File: config.mk
export PLATFORM = sky130hd
export DESIGN_NAME = layer_addr_seq_flat
export DESIGN_NICKNAME = d
export VERILOG_FILES = /design/src/rtl/layer_addr_seq_if.sv /design/src/rtl/layer_addr_seq.sv /design/src/flat_wrapper.sv
export SDC_FILE = /design/constraint.sdc
export NUM_CORES = 2
export LEC_CHECK = 0
export CAP_MARGIN = 20
export CELL_PAD_IN_SITES_DETAIL_PLACEMENT = 1
export CELL_PAD_IN_SITES_GLOBAL_PLACEMENT = 1
export CORE_AREA = 2 2 435 437
export CTS_CLUSTER_SIZE = 10
export DETAILED_ROUTE_END_ITERATION = 10
export DIE_AREA = 0 0 437 439
export PLACE_DENSITY_LB_ADDON = 0.1
export SLEW_MARGIN = 10
export SYNTH_ARGS = -nofsm -noshare
export SYNTH_HDL_FRONTEND = slang
export SYNTH_SLANG_ARGS = --single-unit
File: constraint.sdc
create_clock -name clk -period 29.2 [get_ports clk]
set_clock_uncertainty 0.05 [all_clocks]
set_input_delay 2.92 -clock clk [delete_from_list [all_inputs] [get_ports clk]]
set_output_delay 2.92 -clock clk [all_outputs]
set_load 0.05 [all_outputs]
File: src/rtl/layer_addr_seq_if.sv
// Pixel request and per-layer record bundle for layer_addr_seq.
// The master side drives pixels and accepts records; the slave side is the sequencer.
interface layer_addr_seq_if #(
    parameter int PIXEL_W = 11,
    parameter int RAM_W   = 26,
    parameter int FLASH_W = 22
);
    logic               pixelValid;
    logic               pixelReady;
    logic [PIXEL_W-1:0] pixelX;
    logic [PIXEL_W-1:0] pixelY;
    logic               outValid;
    logic               outReady;
    logic               outLast;
    logic [7:0]         outLayerIdx;
    logic [7:0]         layerID;
    logic               readRamEn;
    logic               readFlashEn;
    logic [RAM_W-1:0]   ramAddressOffset;
    logic [FLASH_W-1:0] flashAddress;

    modport master (
        output pixelValid, pixelX, pixelY, outReady,
        input  pixelReady, outValid, outLast, outLayerIdx, layerID,
        input  readRamEn, readFlashEn, ramAddressOffset, flashAddress
    );

    modport slave (
        input  pixelValid, pixelX, pixelY, outReady,
        output pixelReady, outValid, outLast, outLayerIdx, layerID,
        output readRamEn, readFlashEn, ramAddressOffset, flashAddress
    );
endinterface

File: src/rtl/layer_addr_seq.sv
// Sequential layer address generator: one pixel in, one registered
// hit/address record per layer header out, layer 0 first.
module layer_addr_seq #(
    parameter int NUM_LAYERS = 8,
    parameter int PIXEL_W    = 11,
    parameter int RAM_W      = 26,
    parameter int FLASH_W    = 22,
    parameter int FONT_SHIFT = 12
) (
    input  logic                      clk,
    input  logic                      resetN,
    input  logic [NUM_LAYERS*128-1:0] headers,
    output logic                      busy,
    layer_addr_seq_if.slave           bus
);
    localparam int         IW       = (NUM_LAYERS > 1) ? $clog2(NUM_LAYERS) : 1;
    localparam logic [7:0] LAST_IDX = 8'(NUM_LAYERS - 1);

    typedef enum logic [1:0] {IDLE, SCAN, DRAIN} state_t;

    state_t r_state;
    state_t w_next;

    logic [PIXEL_W-1:0] r_x;
    logic [PIXEL_W-1:0] r_y;
    logic [7:0]         r_idx;
    logic               r_valid;
    logic               r_last;
    logic [7:0]         r_oidx;
    logic [7:0]         r_lid;
    logic               r_ram_en;
    logic               r_flash_en;
    logic [RAM_W-1:0]   r_ram;
    logic [FLASH_W-1:0] r_flash;

    logic [127:0] w_hdrs [NUM_LAYERS];
    logic [127:0] w_hdr;

    for (genvar g = 0; g < NUM_LAYERS; g++) begin : g_hdr
        assign w_hdrs[g] = headers[128*g +: 128];
    end
    assign w_hdr = w_hdrs[r_idx[IW-1:0]];

    logic        w_pop;
    logic        w_spr;
    logic [7:0]  w_id;
    logic [15:0] w_wd;
    logic [15:0] w_ht;
    logic [15:0] w_px;
    logic [15:0] w_py;
    logic [15:0] w_font;
    logic [3:0]  w_g;
    logic [7:0]  w_frame;

    assign w_pop   = w_hdr[0];
    assign w_spr   = w_hdr[1];
    assign w_id    = w_hdr[15:8];
    assign w_wd    = w_hdr[31:16];
    assign w_ht    = w_hdr[47:32];
    assign w_px    = w_hdr[63:48];
    assign w_py    = w_hdr[79:64];
    assign w_font  = w_hdr[95:80];
    assign w_g     = w_hdr[99:96];
    assign w_frame = w_hdr[127:120];

    // Layer-local coordinates, 18-bit signed
    logic signed [17:0] w_lx;
    logic signed [17:0] w_ly;
    assign w_lx = $signed({{(18-PIXEL_W){1'b0}}, r_x}) - $signed({{2{w_px[15]}}, w_px});
    assign w_ly = $signed({{(18-PIXEL_W){1'b0}}, r_y}) - $signed({{2{w_py[15]}}, w_py});

    logic [31:0] w_text_ext;
    logic [16:0] w_ext;
    logic        w_hit;
    assign w_text_ext = {16'd0, w_wd} << w_g;
    assign w_ext = w_spr ? {1'b0, w_wd}
                 : ((|w_text_ext[31:17]) ? '1 : w_text_ext[16:0]);
    assign w_hit = w_pop & ~w_lx[17] & ~w_ly[17]
                 & (w_lx[16:0] < w_ext)
                 & (w_ly[16:0] < {1'b0, w_ht});

    logic [47:0]        w_spr_addr;
    logic [16:0]        w_char;
    logic [16:0]        w_mask;
    logic [47:0]        w_txt_flash;
    logic [RAM_W-1:0]   w_ram;
    logic [FLASH_W-1:0] w_flash;

    assign w_spr_addr  = 48'(w_frame) * 48'(w_wd) * 48'(w_ht)
                       + 48'(w_ly[16:0]) * 48'(w_wd)
                       + 48'(w_lx[16:0]);
    assign w_char      = w_lx[16:0] >> w_g;
    assign w_mask      = (17'd1 << w_g) - 17'd1;
    assign w_txt_flash = (48'(w_font) << FONT_SHIFT)
                       + (48'(w_ly[16:0]) << w_g)
                       + 48'(w_lx[16:0] & w_mask);
    assign w_ram   = !w_hit ? '0 : (w_spr ? w_spr_addr[RAM_W-1:0] : RAM_W'(w_char));
    assign w_flash = (w_hit & ~w_spr) ? w_txt_flash[FLASH_W-1:0] : '0;

    logic w_unused;
    assign w_unused = ^{w_hdr[7:2], w_hdr[119:100],
                        w_spr_addr[47:RAM_W], w_txt_flash[47:FLASH_W]};

    logic w_accept;
    logic w_load;
    logic w_is_last;
    assign w_accept  = (r_state == IDLE) & bus.pixelValid;
    assign w_load    = (r_state == SCAN) & (~r_valid | bus.outReady);
    assign w_is_last = (r_idx == LAST_IDX);

    always_ff @(posedge clk or negedge resetN) begin
        if (!resetN) r_state <= IDLE;
        else         r_state <= w_next;
    end

    always_comb begin
        w_next = r_state;
        unique case (r_state)
            IDLE:    if (bus.pixelValid)           w_next = SCAN;
            SCAN:    if (w_load && w_is_last)      w_next = DRAIN;
            DRAIN:   if (r_valid && bus.outReady)  w_next = IDLE;
            default: w_next = IDLE;
        endcase
    end

    always_ff @(posedge clk or negedge resetN) begin
        if (!resetN) begin
            r_x        <= '0;
            r_y        <= '0;
            r_idx      <= '0;
            r_valid    <= 1'b0;
            r_last     <= 1'b0;
            r_oidx     <= '0;
            r_lid      <= '0;
            r_ram_en   <= 1'b0;
            r_flash_en <= 1'b0;
            r_ram      <= '0;
            r_flash    <= '0;
        end else begin
            if (w_accept) begin
                r_x   <= bus.pixelX;
                r_y   <= bus.pixelY;
                r_idx <= '0;
            end else if (w_load) begin
                r_idx <= r_idx + 8'd1;
            end
            // Record register only moves when empty or being consumed
            if (w_load) begin
                r_valid    <= 1'b1;
                r_last     <= w_is_last;
                r_oidx     <= r_idx;
                r_lid      <= w_id;
                r_ram_en   <= w_hit;
                r_flash_en <= w_hit & ~w_spr;
                r_ram      <= w_ram;
                r_flash    <= w_flash;
            end else if (bus.outReady) begin
                r_valid <= 1'b0;
            end
        end
    end

    assign busy                 = (r_state != IDLE);
    assign bus.pixelReady       = (r_state == IDLE);
    assign bus.outValid         = r_valid;
    assign bus.outLast          = r_last;
    assign bus.outLayerIdx      = r_oidx;
    assign bus.layerID          = r_lid;
    assign bus.readRamEn        = r_ram_en;
    assign bus.readFlashEn      = r_flash_en;
    assign bus.ramAddressOffset = r_ram;
    assign bus.flashAddress     = r_flash;
endmodule

File: src/flat_wrapper.sv
// flat-port wrapper written by rule: the top's interface ports become plain ports
module layer_addr_seq_flat 
#(
    parameter int NUM_LAYERS = 8,
    parameter int PIXEL_W    = 11,
    parameter int RAM_W      = 26,
    parameter int FLASH_W    = 22,
    parameter int FONT_SHIFT = 12
)
  (clk, resetN, headers, busy, bus_pixelValid, bus_pixelX, bus_pixelY, bus_outReady, bus_pixelReady, bus_outValid, bus_outLast, bus_outLayerIdx, bus_layerID, bus_readRamEn, bus_readFlashEn, bus_ramAddressOffset, bus_flashAddress);
  layer_addr_seq_if #(.PIXEL_W(PIXEL_W), .RAM_W(RAM_W), .FLASH_W(FLASH_W)) bus_i ();
  input  logic clk;
  input  logic resetN;
  input  logic [NUM_LAYERS*128-1:0] headers;
  output logic busy;
  input wire logic [$bits(bus_i.pixelValid)-1:0] bus_pixelValid;
  input wire logic [$bits(bus_i.pixelX)-1:0] bus_pixelX;
  input wire logic [$bits(bus_i.pixelY)-1:0] bus_pixelY;
  input wire logic [$bits(bus_i.outReady)-1:0] bus_outReady;
  output wire logic [$bits(bus_i.pixelReady)-1:0] bus_pixelReady;
  output wire logic [$bits(bus_i.outValid)-1:0] bus_outValid;
  output wire logic [$bits(bus_i.outLast)-1:0] bus_outLast;
  output wire logic [$bits(bus_i.outLayerIdx)-1:0] bus_outLayerIdx;
  output wire logic [$bits(bus_i.layerID)-1:0] bus_layerID;
  output wire logic [$bits(bus_i.readRamEn)-1:0] bus_readRamEn;
  output wire logic [$bits(bus_i.readFlashEn)-1:0] bus_readFlashEn;
  output wire logic [$bits(bus_i.ramAddressOffset)-1:0] bus_ramAddressOffset;
  output wire logic [$bits(bus_i.flashAddress)-1:0] bus_flashAddress;
  assign bus_i.pixelValid = bus_pixelValid;
  assign bus_i.pixelX = bus_pixelX;
  assign bus_i.pixelY = bus_pixelY;
  assign bus_i.outReady = bus_outReady;
  assign bus_pixelReady = bus_i.pixelReady;
  assign bus_outValid = bus_i.outValid;
  assign bus_outLast = bus_i.outLast;
  assign bus_outLayerIdx = bus_i.outLayerIdx;
  assign bus_layerID = bus_i.layerID;
  assign bus_readRamEn = bus_i.readRamEn;
  assign bus_readFlashEn = bus_i.readFlashEn;
  assign bus_ramAddressOffset = bus_i.ramAddressOffset;
  assign bus_flashAddress = bus_i.flashAddress;
  layer_addr_seq #(.NUM_LAYERS(NUM_LAYERS), .PIXEL_W(PIXEL_W), .RAM_W(RAM_W), .FLASH_W(FLASH_W), .FONT_SHIFT(FONT_SHIFT)) u_core (.clk(clk), .resetN(resetN), .headers(headers), .busy(busy), .bus(bus_i));
endmodule
After elaboration in Yosys (flattened, before gate mapping) --
Index checks and enable logic that the tools add are counted.
Storage, ports and cells: register bits after elaboration 100, bits of input ports 1050, output and inout bits 70, logic and storage cells 74
Cells by class: add/sub/neg operators 8, multipliers 3, magnitude comparators 3, eq/ne operators 6, shifts and indexed selects 4, mux-type cells 16, bitwise logic cells 14, reduce and logical (&&, ||, !) cells 8
Operators with widths (number):
- binary-select mux 128 bit (select 3 bit) | 1
- two-way mux 128 bit | 2
- two-way mux 26 bit | 2
- adder 22 bit | 2
- two-way mux 17 bit | 2
- subtractor 12 x 16 -> 17 bit | 2
- left shift 16 x 4 -> 32 bit | 1
- adder 26 x 17 -> 26 bit | 1
- adder 26 bit | 1
- multiplier 17 x 16 -> 26 bit | 1
- multiplier 24 x 16 -> 26 bit | 1
- multiplier 8 x 16 -> 24 bit | 1
- two-way mux 22 bit | 1
- left shift 17 x 4 -> 22 bit | 1
- AND 17 bit | 1
- < comparator 17 x 16 -> 1 bit | 1
- < comparator 17 bit | 1
- left shift 1 x 4 -> 17 bit (first input constant) | 1
- >> shifter 17 x 4 -> 17 bit | 1
- subtractor 17 x 1 -> 17 bit (second input constant) | 1
- two-way mux 8 bit | 2
- OR reduction 15 bit | 1
- adder 8 x 1 -> 8 bit (second input constant) | 1
- == test 8 x 3 -> 1 bit (second input constant) | 1
- other kinds (16) | 32

Logic depth before layout (Yosys ltp) --
depth after elaboration 13, depth in mapped cells 61, mapped depth without buffers 50

Worst setup path after synthesis --
Ideal clock, no wire load.
kind input-to-reg, start input headers[912], end register u_core.r_ram[25] (netlist: u_core.bus.ramAddressOffset[25]), arrival time 14.935 ns, data required time 29.029 ns, path slack 14.094 ns, stages on the path 47, path buffers 2, path through mux4_2 > mux2i_1 > clkbuf_1 > buf_1 > or2_2 > fa_1 > fa_1 > inv_1 > fa_1 > inv_1 > fa_1 > inv_1 > ha_1 > nor3_1 > a21bo_1 > a31o_2 > a2111oi_4 > o41ai_2 > [... 11 more ...] > inv_1 > fa_1 > fa_1 > fa_1 > xnor2_1 > xnor2_1 > xnor2_1 > xnor2_1 > xnor2_1 > xnor2_1 > xnor2_1 > xnor3_1 > xnor3_1 > xnor2_1 > xnor3_1 > xnor2_1 > xnor2_1 > a22o_1
Between the ends: longest elaborated chain between the ends 11, elaborated cells between the ends (all ways) 17, those cells by class add/sub: 2; mul: 3; order compare: 1; shift: 1; mux: 7; bitwise: 2; reduce/logical: 1
Ends and longest elaborated chain:
- from (decl) | RTL line flat_wrapper.sv:14 | input logic [NUM_LAYERS*128-1:0] headers;
- binary-select mux 128 bit (select 3 bit) * | RTL line layer_addr_seq.sv:42 | assign w_hdr = w_hdrs[r_idx[IW-1:0]];
- two-way mux 128 bit (implied by the code) * (2 in series) | RTL line layer_addr_seq.sv:42
- parallel branches: the longest is 7 deep, another holds multiplier 24 x 16 -> 26 bit
- two-way mux 26 bit * | RTL line layer_addr_seq.sv:97 | assign w_ram = !w_hit ? '0 : (w_spr ? w_spr_addr[RAM_W-1:0] : RAM_W'(w_char));
- to (signal assigned) | RTL line layer_addr_seq.sv:155 | r_ram <= w_ram;
- to (decl) | RTL line layer_addr_seq.sv:33 | logic [RAM_W-1:0] r_ram;
Every way passes the cells marked *. The select of a mux whose other input is x is not followed. A chain may end at the register's enable or synchronous reset.

Final worst setup path --
start input headers[1020], end register u_core.r_ram[25] (netlist: u_core.bus.ramAddressOffset[25])
Between the ends: longest elaborated chain between the ends 9
Ends and longest elaborated chain:
- binary-select mux 128 bit (select 3 bit) | RTL line layer_addr_seq.sv:42
- two-way mux 128 bit (implied by the code) (2 in series) | RTL line layer_addr_seq.sv:42
- multiplier 8 x 16 -> 24 bit | RTL line layer_addr_seq.sv:89 | assign w_spr_addr = 48'(w_frame) * 48'(w_wd) * 48'(w_ht)
- multiplier 24 x 16 -> 26 bit | RTL line layer_addr_seq.sv:89
- adder 26 bit | RTL line layer_addr_seq.sv:90 | + 48'(w_ly[16:0]) * 48'(w_wd)
- adder 26 x 17 -> 26 bit | RTL line layer_addr_seq.sv:91 | + 48'(w_lx[16:0]);
- two-way mux 26 bit (2 in series) | RTL line layer_addr_seq.sv:97
Every way passes these cells. The select of a mux whose other input is x is not followed.

==> impl_metrics.toml <==
[clocking]
cts_resized = 0
cts.htree.levels = 3
cts_tree = "built"
cts.sinks = 100
ctsHoldBuffers = 0
clock_latency_ns = 0.45
clk_pin_slew_ns = 0.12
cts_buffer_depth = 2
clk_root_buffer_cell = "clkbuf_16"
cts_setup_buffers = 0
numCtsBuffers = 9

[drt]
ant_nets = 0
met3WireLength_um = 14060
routed-via-count = 34090
first_iter_violations = 2903
firstDrtPassIters = 5
drcViolationCount = 0
wirelength_um = 278000
routed_via_density = 4.668
post_drt_wl_per_cell_um = 38.07
m1WireLength_um = 108900
maxUsedRoutingLayer = "met5"
dr_wl_met2_um = 133400

[sta]
finalHoldViolations = 0
tightestPinTransition_ns = 1.215
setup_viol = 0
grt_setup_unrepaired = "false"
post-route-period-util = 0.5816
max_freq_ghz = 0.05888
maxSlewHeadroom = 0.1857
fin_ws_ns = 12.22
hold_slack_ns = 0.4372
slew_violations = 0
period_needed_ns = 16.98
tns_ns = 0

[yosys]
avgSynthCellArea_um2 = 9.100
synth_top_area_cell = "fa_1"
synthCells = 3929
synth_cell_types = 84
synth_edf_count = 0
synth_top_area_share = 0.3136
synth_area_um2 = 35750
ys.flop_type = "dfrtp_1"
synth_area_leaders = "fa_1, mux4_2, ha_1, inv_1, dfrtp_1"
yosys_warnings = 0
synthArstFlopShare = 1.000
ys_ff_latch = 100
synth_seq_area_share = 0.06999

[critical_path]
cp-startpoint = "headers[1020]"
r2r_slack_ns = 13.46
r2r-start = "u_core.r_idx[1]$_DFFE_PN0P_"
cpPeakStageDelay_ns = 0.88
crit_required_ns = 29.51
crit_arrival_ns = 17.30
crit_slowest_cell = "mux2i_2"
crit_type = "input port to flop"
worstSetupEndpointType = "flop"
worstPathMaxFanout = 12
rr_worst_depth = 45
endpoint = "u_core.bus.ramAddressOffset[25]$_DFFE_PN0P_"
start_kind = "input port"
crit_top_cell = "fa_1"
r2r-end = "u_core.bus.ramAddressOffset[25]$_DFFE_PN0P_"

[floorplan]
top_level_ports = 1120
die_width_um = 437
die_area_um2 = 191800
coreArea_um2 = 187000
die_y_um = 439
initial_core_util = 0.1912
fp-row-count = 159

[placement]
gp_congestion = 0.9815
place_ws_ns = 11.42
dp_hpwl_um = 244400
io_buffers = 863

[global_routing]
grt_pass1_wl_um = 360200
antenna_found_initial = 156
grt_max_degree = 106
grt_pass1_vias = 36060
gr-total-overflow = 0
grt_usage = 0.2860

[finish]
seq_area_um2 = 2514
drive_gt1_frac = 0.09783
nets = 6561
multi_input_area_um2 = 30020
fillers = 21630
fin_util = 0.2579
syn2layout_area_growth_pct = 34.89

[outcome]
status = "completed"

[worst_hold_path]
hp-start = "u_core.bus.outLayerIdx[1]$_DFFE_PN0P_"
hold_path.class = "flop to flop"

[run]
drv_cap = 0
## state kept, by name, summed over array words and instances, names as in the netlist, 2 cells and up
register	cells
u_core.bus.outLayerIdx	8
u_core.r_idx	8
u_core.bus.flashAddress	22
u_core.bus.ramAddressOffset	26
u_core.r_y	11
u_core.r_state	2
u_core.r_x	11
u_core.bus.layerID	8
## layer usage
layer	up-vias	track usage
met2	1301	0.4848
met4	34	0.1818
li1	14370	-
met1	18100	0.3415
met3	278	0.03758
met5	-	0
## worst min-delay path by stage
stage	depth (start not counted)	to	slack, ns
floorplan	2	u_core.bus.outLayerIdx[7]$_DFFE_PN0P_	0.43
global placement	2	u_core.bus.outLayerIdx[0]$_DFFE_PN0P_	0.41
detailed placement	2	u_core.bus.outLayerIdx[1]$_DFFE_PN0P_	0.41
CTS	2	u_core.bus.outLayerIdx[1]$_DFFE_PN0P_	0.44
global route	2	u_core.bus.outLayerIdx[7]$_DFFE_PN0P_	0.46
finish	2	u_core.bus.outLayerIdx[1]$_DFFE_PN0P_	0.44
## worst max-delay path: cells and delay by family
family	cells	cell delay (ns)
fa+ha+maj	13	6.10
xor+xnor	14	3.70
compound gates	7	1.65
mux	2	1.42
buf+inv	8	1.10
simple gates	3	0.36
## layout by cell type (no fill, tap or decap), types with 9 or more instances in the layout
master and n:
a211oi_1 19, a21o_1 23, a21oi_1 123, a22o_1 25
a22oi_1 10, and2_1 26, buf_4 96, clkbuf_16 9
clkdlybuf4s50_1 862, dfrtp_1 97, diode_2 116, fa_1 560
ha_1 264, inv_1 682, mux2_2 63, mux2i_1 73
mux2i_2 10, mux2i_4 11, mux4_2 193, nand2_1 471
nand2b_1 47, nand3_1 30, nor2_1 428, nor2b_1 38
nor3_1 26, o211ai_1 21, o21a_1 20, o21ai_0 111
o21ai_1 20, o21bai_1 12, o22ai_1 17, o31ai_1 18
or2_2 27, or3_1 12, xnor2_1 78, xor2_1 33
## logic make-up after synthesis
logic type / Yosys count / share of synthesized area
adder cells (fa/ha/maj): 824 / 0.4059
AO/OA/AOI/OAI: 480 / 0.08620
other: 1 / 0.0001049
multiplexers: 350 / 0.1683
AND/OR/NAND/NOR: 1137 / 0.1350
XOR/XNOR: 133 / 0.03556
flip-flops: 100 / 0.06999
buffers and inverters: 904 / 0.09886
## synth_stat cells (85+ instances only)
library cell,number
dfrtp_1,100
ha_1,264
xnor2_1,85
o21ai_0,111
nor2_1,428
mux4_2,193
inv_1,682
fa_1,560
mux2i_1,91
a21oi_1,124
clkbuf_1,134
nand2_1,471
## metrics by stage
step                      std cells  cell area, um^2
final                          7303            48230
after global routing           7283            48180
after CTS                      7186            47930
after detailed placement       7170            47630
after global placement         7166            47600
after floorplan                3930            35760
## layout make-up
cell class                 instances  share of cell area
timing repair buffer             961              0.1949
tap                             2495             0.06473
sequential                       100             0.05212
clock buffer                       9            0.004670
inverter                         689             0.05362
multi-input combinational       2926              0.6224
clock inverter                     7            0.001557
antenna                          116            0.006019
Power is left out: the tool's default activity adds up to more than one toggle a clock period on the data nets, which glitch-free logic cannot reach.
